==> src/rtl/mesi_bus_ctrl_pkg.sv <==
// Shared MESI bus types: bus commands, cache line states
// and the bus controller FSM encoding.
package mesi_types;

  typedef enum logic [1:0] {
    No_OP   = 2'd0,
    BusRd   = 2'd1,
    BusRdX  = 2'd2,
    BusUpgr = 2'd3
  } bus_request;

  typedef enum logic [1:0] {
    Invalid,
    Shared,
    Exclusive,
    Modified
  } cache_state;

  typedef enum logic [2:0] {
    IDLE,
    SNOOP,
    WB,
    FETCH,
    RESP
  } bus_ctrl_state;

endpackage

==> src/rtl/mesi_bus_ctrl_if.sv <==
// Snoopy bus bundle: core requests, snoop responses,
// broadcast/completion outputs and the memory port.
interface mesi_bus_ctrl_if
  import mesi_types::*;
#(
  parameter int NUM_CORES = 2,
  parameter int ADDR_W    = 8,
  parameter int DATA_W    = 8
);

  bus_request [NUM_CORES-1:0]             req_cmd;
  logic [NUM_CORES-1:0][ADDR_W-1:0]       req_addr;
  logic [NUM_CORES-1:0]                   snoop_hit;
  logic [NUM_CORES-1:0]                   snoop_dirty;
  logic [NUM_CORES-1:0][DATA_W-1:0]       wb_data;

  bus_request                             bus_cmd_out;
  logic [ADDR_W-1:0]                      bus_addr_out;
  logic [NUM_CORES-1:0]                   grant;
  logic [NUM_CORES-1:0]                   done;
  logic [DATA_W-1:0]                      fill_data;
  logic                                   exclusive;

  logic                                   mem_req;
  logic                                   mem_we;
  logic [ADDR_W-1:0]                      mem_addr;
  logic [DATA_W-1:0]                      mem_wdata;
  logic [DATA_W-1:0]                      mem_rdata;
  logic                                   mem_ack;

  modport master (
    input  req_cmd, req_addr, snoop_hit,
    input  snoop_dirty, wb_data,
    input  mem_rdata, mem_ack,
    output bus_cmd_out, bus_addr_out,
    output grant, done, fill_data, exclusive,
    output mem_req, mem_we, mem_addr, mem_wdata
  );

  modport slave (
    output req_cmd, req_addr, snoop_hit,
    output snoop_dirty, wb_data,
    output mem_rdata, mem_ack,
    input  bus_cmd_out, bus_addr_out,
    input  grant, done, fill_data, exclusive,
    input  mem_req, mem_we, mem_addr, mem_wdata
  );

endinterface

==> src/rtl/mesi_bus_ctrl_rr_arbiter.sv <==
// Round-robin arbiter: search starts one past the last
// winner; pointer moves only when a grant is taken.
module rr_arbiter #(
  parameter int N = 2
) (
  input  logic         clk,
  input  logic         rst,
  input  logic [N-1:0] req_i,
  input  logic         advance_i,
  output logic [N-1:0] grant_o,
  output logic         valid_o
);

  localparam int PW = (N > 1) ? $clog2(N) : 1;

  logic [PW-1:0] ptr_q, ptr_d;

  // Walk farthest-first so the nearest requester is written last.
  always_comb begin
    grant_o = '0;
    ptr_d   = ptr_q;
    for (int i = N; i >= 1; i--) begin
      logic [PW-1:0] idx;
      idx = PW'((int'(ptr_q) + i) % N);
      if (req_i[idx]) begin
        grant_o      = '0;
        grant_o[idx] = 1'b1;
        ptr_d        = idx;
      end
    end
  end

  assign valid_o = |req_i;

  always_ff @(posedge clk or posedge rst) begin
    if (rst) begin
      ptr_q <= PW'(N - 1);
    end else if (advance_i && valid_o) begin
      ptr_q <= ptr_d;
    end
  end

endmodule

==> src/rtl/mesi_bus_ctrl.sv <==
// MESI snoopy bus controller: arbitrate, broadcast one snoop
// cycle, write back / fetch from memory, then complete.
module mesi_bus_ctrl
  import mesi_types::*;
#(
  parameter int NUM_CORES = 2,
  parameter int ADDR_W    = 8,
  parameter int DATA_W    = 8
) (
  input logic            clk,
  input logic            rst,
  mesi_bus_ctrl_if.master bus
);

  logic [NUM_CORES-1:0] arb_req, arb_gnt;
  logic                 arb_valid, arb_adv;

  bus_request           win_cmd_d;
  logic [ADDR_W-1:0]    win_addr_d;
  logic [NUM_CORES-1:0] mhit_d, mdirty_d;
  logic [DATA_W-1:0]    wb_sel_d;

  bus_ctrl_state        state_q;
  bus_request           cmd_q, bus_cmd_q;
  logic [ADDR_W-1:0]    addr_q;
  logic [NUM_CORES-1:0] grant_q, done_q;
  logic                 others_q, excl_q;
  logic                 mem_req_q, mem_we_q;
  logic [DATA_W-1:0]    wb_q, fill_q;

  assign arb_adv = (state_q == IDLE);

  rr_arbiter #(.N(NUM_CORES)) u_arb (
    .clk      (clk),
    .rst      (rst),
    .req_i    (arb_req),
    .advance_i(arb_adv),
    .grant_o  (arb_gnt),
    .valid_o  (arb_valid)
  );

  always_comb begin
    win_cmd_d  = No_OP;
    win_addr_d = '0;
    for (int c = 0; c < NUM_CORES; c++) begin
      arb_req[c] = (bus.req_cmd[c] != No_OP);
      if (arb_gnt[c]) begin
        win_cmd_d  = bus.req_cmd[c];
        win_addr_d = bus.req_addr[c];
      end
    end
  end

  // Owner never snoops itself; lowest dirty index supplies data.
  always_comb begin
    mhit_d   = bus.snoop_hit & ~grant_q;
    mdirty_d = bus.snoop_dirty & ~grant_q;
    wb_sel_d = '0;
    for (int c = NUM_CORES - 1; c >= 0; c--) begin
      if (mdirty_d[c]) wb_sel_d = bus.wb_data[c];
    end
  end

  always_ff @(posedge clk or posedge rst) begin
    if (rst) begin
      state_q   <= IDLE;
      cmd_q     <= No_OP;
      bus_cmd_q <= No_OP;
      addr_q    <= '0;
      grant_q   <= '0;
      done_q    <= '0;
      others_q  <= 1'b0;
      excl_q    <= 1'b0;
      mem_req_q <= 1'b0;
      mem_we_q  <= 1'b0;
      wb_q      <= '0;
      fill_q    <= '0;
    end else begin
      unique case (state_q)
        IDLE: begin
          done_q <= '0;
          excl_q <= 1'b0;
          if (arb_valid) begin
            grant_q   <= arb_gnt;
            cmd_q     <= win_cmd_d;
            bus_cmd_q <= win_cmd_d;
            addr_q    <= win_addr_d;
            state_q   <= SNOOP;
          end
        end
        SNOOP: begin
          bus_cmd_q <= No_OP;
          others_q  <= |mhit_d;
          if (cmd_q == BusUpgr) begin
            done_q  <= grant_q;
            excl_q  <= 1'b0;
            state_q <= RESP;
          end else if (|mdirty_d) begin
            wb_q      <= wb_sel_d;
            mem_req_q <= 1'b1;
            mem_we_q  <= 1'b1;
            state_q   <= WB;
          end else begin
            mem_req_q <= 1'b1;
            mem_we_q  <= 1'b0;
            state_q   <= FETCH;
          end
        end
        WB, FETCH: begin
          if (bus.mem_ack) begin
            fill_q    <= (state_q == WB) ? wb_q : bus.mem_rdata;
            mem_req_q <= 1'b0;
            mem_we_q  <= 1'b0;
            done_q    <= grant_q;
            excl_q    <= (cmd_q == BusRd) && !others_q;
            state_q   <= RESP;
          end
        end
        RESP: begin
          done_q  <= '0;
          excl_q  <= 1'b0;
          grant_q <= '0;
          state_q <= IDLE;
        end
        default: state_q <= IDLE;
      endcase
    end
  end

  assign bus.bus_cmd_out  = bus_cmd_q;
  assign bus.bus_addr_out = addr_q;
  assign bus.grant        = grant_q;
  assign bus.done         = done_q;
  assign bus.fill_data    = fill_q;
  assign bus.exclusive    = excl_q;
  assign bus.mem_req      = mem_req_q;
  assign bus.mem_we       = mem_we_q;
  assign bus.mem_addr     = addr_q;
  assign bus.mem_wdata    = wb_q;

endmodule

==> src/flat_wrapper.sv <==
// flat-port wrapper written by rule: the top's interface ports become plain ports
module mesi_bus_ctrl_flat import mesi_types::*;
#(
  parameter int NUM_CORES = 2,
  parameter int ADDR_W    = 8,
  parameter int DATA_W    = 8
)
  (clk, rst, bus_req_cmd, bus_req_addr, bus_snoop_hit, bus_snoop_dirty, bus_wb_data, bus_mem_rdata, bus_mem_ack, bus_bus_cmd_out, bus_bus_addr_out, bus_grant, bus_done, bus_fill_data, bus_exclusive, bus_mem_req, bus_mem_we, bus_mem_addr, bus_mem_wdata);
  mesi_bus_ctrl_if #(.NUM_CORES(NUM_CORES), .ADDR_W(ADDR_W), .DATA_W(DATA_W)) bus_i ();
  input logic clk;
  input logic rst;
  input wire logic [$bits(bus_i.req_cmd)-1:0] bus_req_cmd;
  input wire logic [$bits(bus_i.req_addr)-1:0] bus_req_addr;
  input wire logic [$bits(bus_i.snoop_hit)-1:0] bus_snoop_hit;
  input wire logic [$bits(bus_i.snoop_dirty)-1:0] bus_snoop_dirty;
  input wire logic [$bits(bus_i.wb_data)-1:0] bus_wb_data;
  input wire logic [$bits(bus_i.mem_rdata)-1:0] bus_mem_rdata;
  input wire logic [$bits(bus_i.mem_ack)-1:0] bus_mem_ack;
  output wire logic [$bits(bus_i.bus_cmd_out)-1:0] bus_bus_cmd_out;
  output wire logic [$bits(bus_i.bus_addr_out)-1:0] bus_bus_addr_out;
  output wire logic [$bits(bus_i.grant)-1:0] bus_grant;
  output wire logic [$bits(bus_i.done)-1:0] bus_done;
  output wire logic [$bits(bus_i.fill_data)-1:0] bus_fill_data;
  output wire logic [$bits(bus_i.exclusive)-1:0] bus_exclusive;
  output wire logic [$bits(bus_i.mem_req)-1:0] bus_mem_req;
  output wire logic [$bits(bus_i.mem_we)-1:0] bus_mem_we;
  output wire logic [$bits(bus_i.mem_addr)-1:0] bus_mem_addr;
  output wire logic [$bits(bus_i.mem_wdata)-1:0] bus_mem_wdata;
  assign bus_i.req_cmd = bus_req_cmd;
  assign bus_i.req_addr = bus_req_addr;
  assign bus_i.snoop_hit = bus_snoop_hit;
  assign bus_i.snoop_dirty = bus_snoop_dirty;
  assign bus_i.wb_data = bus_wb_data;
  assign bus_i.mem_rdata = bus_mem_rdata;
  assign bus_i.mem_ack = bus_mem_ack;
  assign bus_bus_cmd_out = bus_i.bus_cmd_out;
  assign bus_bus_addr_out = bus_i.bus_addr_out;
  assign bus_grant = bus_i.grant;
  assign bus_done = bus_i.done;
  assign bus_fill_data = bus_i.fill_data;
  assign bus_exclusive = bus_i.exclusive;
  assign bus_mem_req = bus_i.mem_req;
  assign bus_mem_we = bus_i.mem_we;
  assign bus_mem_addr = bus_i.mem_addr;
  assign bus_mem_wdata = bus_i.mem_wdata;
  mesi_bus_ctrl #(.NUM_CORES(NUM_CORES), .ADDR_W(ADDR_W), .DATA_W(DATA_W)) u_core (.clk(clk), .rst(rst), .bus(bus_i));
endmodule
==> config.mk <==
export PLATFORM = sky130hd
export DESIGN_NAME = mesi_bus_ctrl_flat
export DESIGN_NICKNAME = d
export VERILOG_FILES = /design/src/rtl/mesi_bus_ctrl_pkg.sv /design/src/rtl/mesi_bus_ctrl_if.sv /design/src/rtl/mesi_bus_ctrl_rr_arbiter.sv /design/src/rtl/mesi_bus_ctrl.sv /design/src/flat_wrapper.sv
export SDC_FILE = /design/constraint.sdc
export NUM_CORES = 1
export LEC_CHECK = 0
export CORE_ASPECT_RATIO = 1.5
export CORE_MARGIN = 3
export CORE_UTILIZATION = 37
export DETAILED_ROUTE_END_ITERATION = 7
export GPL_TIMING_DRIVEN = 0
export PLACE_DENSITY = 0.76
export SYNTH_ARGS = -nofsm -noshare
export SYNTH_HDL_FRONTEND = slang
export SYNTH_HIERARCHICAL = 1
export SYNTH_SLANG_ARGS = --single-unit
==> constraint.sdc <==
create_clock -name clk -period 1.8 [get_ports clk]
set_clock_uncertainty 0.15 [all_clocks]
set_input_delay 0.36 -clock clk [delete_from_list [all_inputs] [get_ports clk]]
set_output_delay 0.36 -clock clk [all_outputs]
set_load 0.005 [all_outputs]
==> results of run 1 <==
## sequential cells by signal, summed over array words and instances (netlist names), 2 cells and up
name,flops
u_core/bus.grant,2
u_core/cmd_q,2
u_core/bus.bus_addr_out,8
u_core/bus.done,2
u_core/bus.mem_wdata,8
u_core/state_q,3
u_core/bus.bus_cmd_out,2
u_core/bus.fill_data,8
## worst min-delay path by stage
stage	slack, ns	start	cells after the start	end
detailed placement	0.32	u_core/bus.fill_data[5]	2	u_core/bus.fill_data[5]
floorplan	0.1	rst	1	u_core/u_arb/ptr_q
global route	0.27	bus_req_cmd[0]	3	u_core/u_arb/ptr_q
CTS	0.26	rst	2	u_core/u_arb/ptr_q
finish	0.26	bus_req_cmd[0]	3	u_core/u_arb/ptr_q
global placement	0.31	u_core/bus.mem_req	2	u_core/bus.mem_req
## routing by layer
metal | vias up | track usage (%) | share of wire, % | wire length (µm)
li1 | 934 | - | - | -
met1 | 966 | 21.49 | 38 | 2374
met2 | 73 | 34.22 | 54 | 3370
met3 | 2 | 4.282 | 7.3 | 457
met4 | 0 | 4.407 | 0.42 | 26
met5 | - | 0 | 0 | 0
## cells in the mapped netlist, drive strengths merged (4+ instances only)
library cell,count,area [µm²]
dfrtp,39,975.9
nor2,12,45.04
nand2b,6,37.54
buf,13,80.07
nand3b,4,30.03
clkbuf,8,30.03
or2,4,25.03
a2bb2oi,8,70.07
o21ai,14,70.07
mux2i,10,100.1
a31oi,5,31.28
o31ai,8,60.06
a21oi,13,65.06
nand2,22,82.58
inv,5,18.77
or3b,9,78.83
a22oi,8,60.06
## cell families after synthesis
kind of cell,count (synthesis),synth area share (%)
simple gates,65,17.89
compound gates,63,21.18
mux,10,4.954
buf+inv,26,6.378
flops,40,49.60
## power breakdown
group | switching, µW | internal [µW]
clock network | 311 | 412
logic | 1320 | 1880
registers | 381 | 1340
## timing repair
action                     in CTS  in global routing
setup endpoints to repair      26                 41
pin swaps                       1                  3
gates resized for setup        26                 27
buffers inserted                1                  8
cloned                          0                  2
## through the flow
step                hold slack (ns)  total power (µW)  worst slack (ns)  cell area, µm²
floorplan                   0.09970              3035           0.01479            2021
global placement             0.3096              4359           -0.6930            3017
detailed placement           0.3193              4417           -0.6657            3017
CTS                          0.2595              5325         -0.007021            3211
global route                 0.2651              6041          -0.09772            3397
finish                       0.2581              5653          -0.03496            3397
## area by class of cell
class | instances | share of cell area (%)
plain buffers | 20 | 4.015
multi-input cells | 138 | 29.50
clock inverters | 2 | 1.031
clock buffers | 6 | 2.136
flip-flops and latches | 40 | 29.54
repair buffers | 102 | 30.72
inverters | 5 | 0.5525
well taps | 68 | 2.505
## critical path, delay by kind of cell, from the launching register on
family,cells,cell delay [ns]
AND/OR/NAND/NOR,1,0.43
flip-flops,1,0.39
AO/OA/AOI/OAI,2,0.45
buffers and inverters,2,0.34
==> results summary, run 1 <==
The flow ran to the end, but the final reports show violations. The final reports fail on negative setup slack. A synthesized cell averages 9.905 µm².

The row count came out at 32. The worst path arrival time is between 1.5 and 2 ns. The min-delay analysis places its worst path in the category in2reg.

The endpoint identified for the worst register-to-register timing path is u_core/bus.mem_wdata[1]. The worst path uses 101.9% of the clock period. At the worst endpoint, the required time is about 1.9 ns. The highest fanout seen on the critical path is 4. TritonCTS built the clock tree.

The vias after detailed routing came out at between 1500 and 2000. The first global-routing pass estimated a little over 9000 µm of wire. The all-layer global routing usage came out at between 10% and 20%. For the pin with the worst max-slew slack, the measured transition is around 0.85 ns. Walking the worst path, the cells encountered are buf_6, or3b_4, a221oi_4, clkbuf_16, a2bb2oi_1. For the worst-skew pair, the clock arrives at the later sink with an insertion delay of 0.28 ns. The clock edge transition at the registers on the reported setup and hold paths is 0.08 ns. Across the run, the number of max-cap violations was 0. The maximum achievable frequency came out at 0.5450 GHz. The total clock buffers created by CTS is 5.

The H-tree depth reported by CTS is 2. The synthesized net count came out at between 200 and 300. The proportion of register bits with asynchronous set or reset after synthesis is 100.0%. Dividing the detail-routed via count by the number of cells gives roughly 5.2.

The count of TritonRoute iterations in the first routing pass came out at 4. VDD sags by at most roughly 0.7 mV. In this run the critical register-to-register path is launched from u_core/state_q[1]. The worst setup path is launched from a register. In this run the remaining antenna-violating nets after routing total 0.

From bottom edge to top edge, the die measures around 97 µm. The relative slew slack is about 43%. The end-of-flow core utilization is 65.26%. The leakage power of the design is 0.001495 µW.

The multi-input combinational cells in the finished layout cover a total of approximately 1000 µm². The post-placement cell count is between 300 and 400. The number of diodes added for antenna fixing came out at 0. Setup repair after global routing could not meet its margin everywhere. The most common cell after layout, fill and taps aside is sky130_fd_sc_hd__clkdlybuf4s50_1. In the layout the commonest cells are sky130_fd_sc_hd__clkdlybuf4s50_1, sky130_fd_sc_hd__dfrtp_1, sky130_fd_sc_hd__nand2_1. The maximum number of pins on one net before global-route repair came out at 40. The critical path start-end classification is reg2reg.

The global-route congestion overflow total came out at 0. The logic depth of the worst register-to-register path came out at 5. The floorplan step defined a die boundary enclosing around 6400 µm². The instance count of the mapped netlist came out at around 200. The HPWL reported at the end of detailed placement came out at between 4000 and 5000 µm. After the flow finishes, the layout carries non-filler instances totaling 381. The number of nets in the finished design came out at between 300 and 400. The final critical path time including I/O delays and setup is roughly 1.8 ns. The cell sitting at the root of the clock tree is a sky130_fd_sc_hd__clkbuf_8. The count of routing violations after the opening detailed-route iteration came out at between 70 and 80. The initial antenna violation count was 0. In the post-route analysis, the smallest setup slack over all paths is -0.03496 ns. The hold buffer count at CTS came out at 0. In the final timing run, aggregate negative setup slack is -0.06887 ns.

The number of sinks handled by clock tree synthesis is 40. The most critical setup path has its endpoint at u_core/bus.mem_wdata[1]. The number of global-route vias before repair is between 1500 and 2000.

The register-to-register setup slack is -0.03 ns. The sequential share of the synthesized area came out at approximately half. The number of hold violations in the final report is 0.

The area inside the core boundary is roughly 5200 µm². between 90 and 100 I/O pins were placed. The total power per unit cell area came out at around 1700 nW/µm². For this design, the slowest cell found on the critical path is sky130_fd_sc_hd__or3b_4. For this run, design rule violations remaining after detail routing come to 0. The initial utilization of the core area, before any placement, comes to 38.82%.

Among all flip-flop cells after synthesis, the most frequent one is sky130_fd_sc_hd__dfrtp_1. The startpoint of the most critical setup path is u_core/state_q[1]. Across the whole layout, storage elements account for about 1000 µm². The count of input and output buffers is approximately 90. The number of distinct library cells after synthesis is 33. The synthesis-stage register bit count is 40. The number of warnings printed during yosys synthesis is 6. The delay of the slowest cell on the worst path is roughly 0.43 ns.

The floorplan die width came out at approximately 66 µm. In this run, synthesis inferred 0 flip-flops with an integrated enable. The maximum clock path buffer count came out at 2. The number of max-slew violations in the final report is 0. The detail-routed net length per standard cell is ~16 µm. The share of post-route cells with drive strength above 1 came out at approximately 22%. The detailed-route wire length is between 6000 and 7000 µm. Routability-driven placement finished with a final weighted congestion of between 0.7 and 0.8.

From synthesis to final layout, the design area changed by 68.11%. STA classifies the critical path endpoint as a register. The filler cells instantiated in the layout total 427. The combined area of all synthesized cells is around 2000 µm². The number of failing setup endpoints in the final timing report is 4.
(Power assumes the default switching activity.)
==> inputs of run 2 (changes only) <==
--- a/config.mk
+++ b/config.mk
@@ -7,10 +7,10 @@
 export LEC_CHECK = 0
 export CORE_ASPECT_RATIO = 1.5
 export CORE_MARGIN = 3
-export CORE_UTILIZATION = 37
+export CORE_UTILIZATION = 41
 export DETAILED_ROUTE_END_ITERATION = 7
 export GPL_TIMING_DRIVEN = 0
-export PLACE_DENSITY = 0.76
+export PLACE_DENSITY = 0.79
 export SYNTH_ARGS = -nofsm -noshare
 export SYNTH_HDL_FRONTEND = slang
 export SYNTH_HIERARCHICAL = 1
==> constraint.sdc (replaced) <==
create_clock -name clk -period 2.1 [get_ports clk]
set_clock_uncertainty 0.15 [all_clocks]
set_input_delay 0.42 -clock clk [delete_from_list [all_inputs] [get_ports clk]]
set_output_delay 0.42 -clock clk [all_outputs]
set_load 0.005 [all_outputs]
==> run 2 against run 1 <==
The run now ends clean; register-to-register slack improved by 0.21 ns; utilization grew 2.4 points; clock power shrank 24%; cell area decreased by 7.3%; critical endpoint is now u_core/bus.bus_cmd_out[1].
==> results summary, run 2 (synthesis results as in run 1) <==
The run finished with clean final reports. The H-tree depth reported by CTS is 2. Of all nets on the critical path, the largest fanout is 9. After detailed routing, the number of vias per cell comes to approximately 5.2. The master cell of the clock root buffer is sky130_fd_sc_hd__clkbuf_8.

Counting buffers and inverters, the worst setup path is 7 cells deep. The clock tree from TritonCTS is built. Grouping stages by cell kind, the critical path spends the most delay in buffers and inverters. The initial antenna violation count came out at 0. The number of antenna diodes in the final layout is 0.

The combined buffer and inverter count along the critical path is 2. The leakage power of the design came out at roughly 0.0013 µW. The register-to-register setup slack came out at roughly 0.18 ns. The total negative slack for setup checks came out at 0 ns.

The maximum number of pins on one net before global-route repair is 40. The critical path is of the in2reg type. The number of global-route vias before repair is about 1900. The number of sinks handled by clock tree synthesis came out at 40.

The clock edge transition at the registers on the reported setup and hold paths came out at around 0.08 ns. The floorplan die area is about 5800 µm². The post-detailed-route count of antenna-violating nets came out at 0. The area inside the core boundary came out at between 4000 and 5000 µm².

The initialized floorplan defines 30 standard-cell rows. The starting utilization of the core area came out at between 40% and 50%. The worst register-to-register path ends at u_core/bus.mem_we.

The total power per unit cell area came out at around 1400 nW/µm². On the worst path, the slowest cell contributes a delay of 0.44 ns. The worst vdd rail ir drop came out at 0.9433 mV. The detail-routed net length per standard cell came out at 15.71 µm.

Walking the worst path, the cells encountered are clkdlybuf4s50_1, or2_2, a21boi_2, nor2b_1, buf_4, a32oi_2, a21oi_1. Measured in cells, the most critical reg-to-reg path has a length of 4. The maximum clock path buffer count came out at 2. The worst setup path is launched from an input port. The detailed-route wire length is approximately 5800 µm. The global-route congestion overflow total came out at 0.

The final critical path time including I/O delays and setup came out at approximately 2 ns. The first detailed-routing pass ran for 4 iterations. The number of hold violations in the final report was 0. The post-cts repair resize count is 5. Headroom to the max-slew limit came out at between 40% and 50%.

For this run, design rule violations remaining after detail routing come to 0. For this design the top-level I/O count stands at 92. The final critical path takes up a little over nine tenths of the cycle.

Across all layers, the routed design uses around 1900 vias. At the end of the flow, the number of nets in the layout was 353. The top cell types in the final layout, fill and taps aside, are sky130_fd_sc_hd__clkdlybuf4s50_1, sky130_fd_sc_hd__dfrtp_1, sky130_fd_sc_hd__nand2_1.

The clock reaches the later pin of the worst-skew pair after ~0.29 ns. The slowest stage of the critical path is the sky130_fd_sc_hd__clkdlybuf4s50_1 cell. The final cell count without fillers came out at between 300 and 400. From bottom edge to top edge, the die measures slightly above 90 µm. The placed instances occupy a cell area of between 3000 and 4000 µm².

The total clock buffers created by CTS is 5. The count of buffers added on input and output ports is just over 90. The tightest min-delay check is of the in2async type. The first global-routing pass estimated approximately 9500 µm of wire. The floorplan die width is about 63 µm. In this run the critical register-to-register path is launched from u_core/state_q[2]. The post-placement cell count came out at ~360.

The endpoint required time on the critical path is roughly 2.1 ns. In the final layout, the share of cells above drive strength 1 is about 14%. The sum of internal, switching and leakage power is approximately 4400 µW. Hold repair after CTS inserted 0 buffers. For this run, the total global-route usage over all layers was measured as between 20% and 30%. Setup violations remaining at the end of the flow were counted as 0.

Cells fill about 68% of the core in the end. The maximum achievable frequency is 0.4883 GHz. The worst path arrival time is 2.05 ns.

The count of routing violations after the opening detailed-route iteration is between 100 and 150. Routability-driven placement finished with a final weighted congestion of 0.8093. The type of destination of the critical path is a register. After routing the design area is 3151 µm². The transition time of the tightest slew-check pin is 0.8167 ns. Leaving out fill and tap cells, the most frequent cell in the layout is sky130_fd_sc_hd__clkdlybuf4s50_1. Summed over all nets, the half-perimeter wirelength after detailed placement is approximately 4200 µm. The number of max-slew violations in the final report came out at 0. Max-cap violations in this run came to 0. The layout overhead on the synthesized area came out at 55.91%.

The post-CTS setup repair buffer count is 0.
==> run 2: cell types whose count changed in the layout (fill, tap and decap cells not counted), sizes merged <==
cell           delta
clkdlybuf4s50    +11
dlymetal6s2s      -9
buf               -5
clkinv            -1
bufinv            -1
dlygate4sd2       -2
clkbuf            -4
==> run 2: worst max-delay path by stage <==
| stage | startpoint | endpoint |
|---|---|---|
| 6_report | bus_req_cmd[1] | u_core/bus.bus_cmd_out[1] |
| 3_3_place_gp | bus_req_cmd[0] | u_core/cmd_q[1] |
| 5_1_grt | bus_req_cmd[1] | u_core/cmd_q[1] |
| 2_1_floorplan | bus_req_cmd[0] | u_core/cmd_q[1] |
| 4_1_cts | bus_req_cmd[0] | u_core/cmd_q[1] |
| 3_5_place_dp | bus_req_cmd[2] | u_core/bus.bus_cmd_out[1] |
==> run 2: power by group <==
group | switching [µW] | internal [µW] | total [µW]
Clock | 257 | 293 | 550
Sequential | 298 | 1150 | 1450
Combinational | 1030 | 1360 | 2390
==> run 2: cell type report <==
| cell class | count | area [µm²] |
|---|---|---|
| Buffer | 21 | 120.1 |
| Sequential cell | 40 | 1002 |
| Timing Repair Buffer | 91 | 910.9 |
| Tap cell | 64 | 80.08 |
| Inverter | 5 | 18.77 |
| Multi-Input combinational cell | 138 | 922.1 |
| Clock buffer | 7 | 96.34 |
| Fill cell | 419 | 1504 |
==> run 2: through the flow <==
step	setup WS, ns	hold WS, ns
after floorplan	0.2548	0.1597
after global placement	-0.4457	0.3109
after detailed placement	-0.4701	0.3140
after CTS	0.02425	0.3241
after global routing	-0.01901	0.3342
final	0.05223	0.3208
==> run 2: metal layers <==
| metal | global-route usage, % | part of all wire (%) | up-vias |
|---|---|---|---|
| li1 | - | - | 917 |
| met2 | 35.57 | 51 | 74 |
| met3 | 5.270 | 6.4 | 7 |
| met1 | 25.08 | 41 | 899 |
| met4 | 6.486 | 1.3 | 0 |
| met5 | 0 | 0 | - |
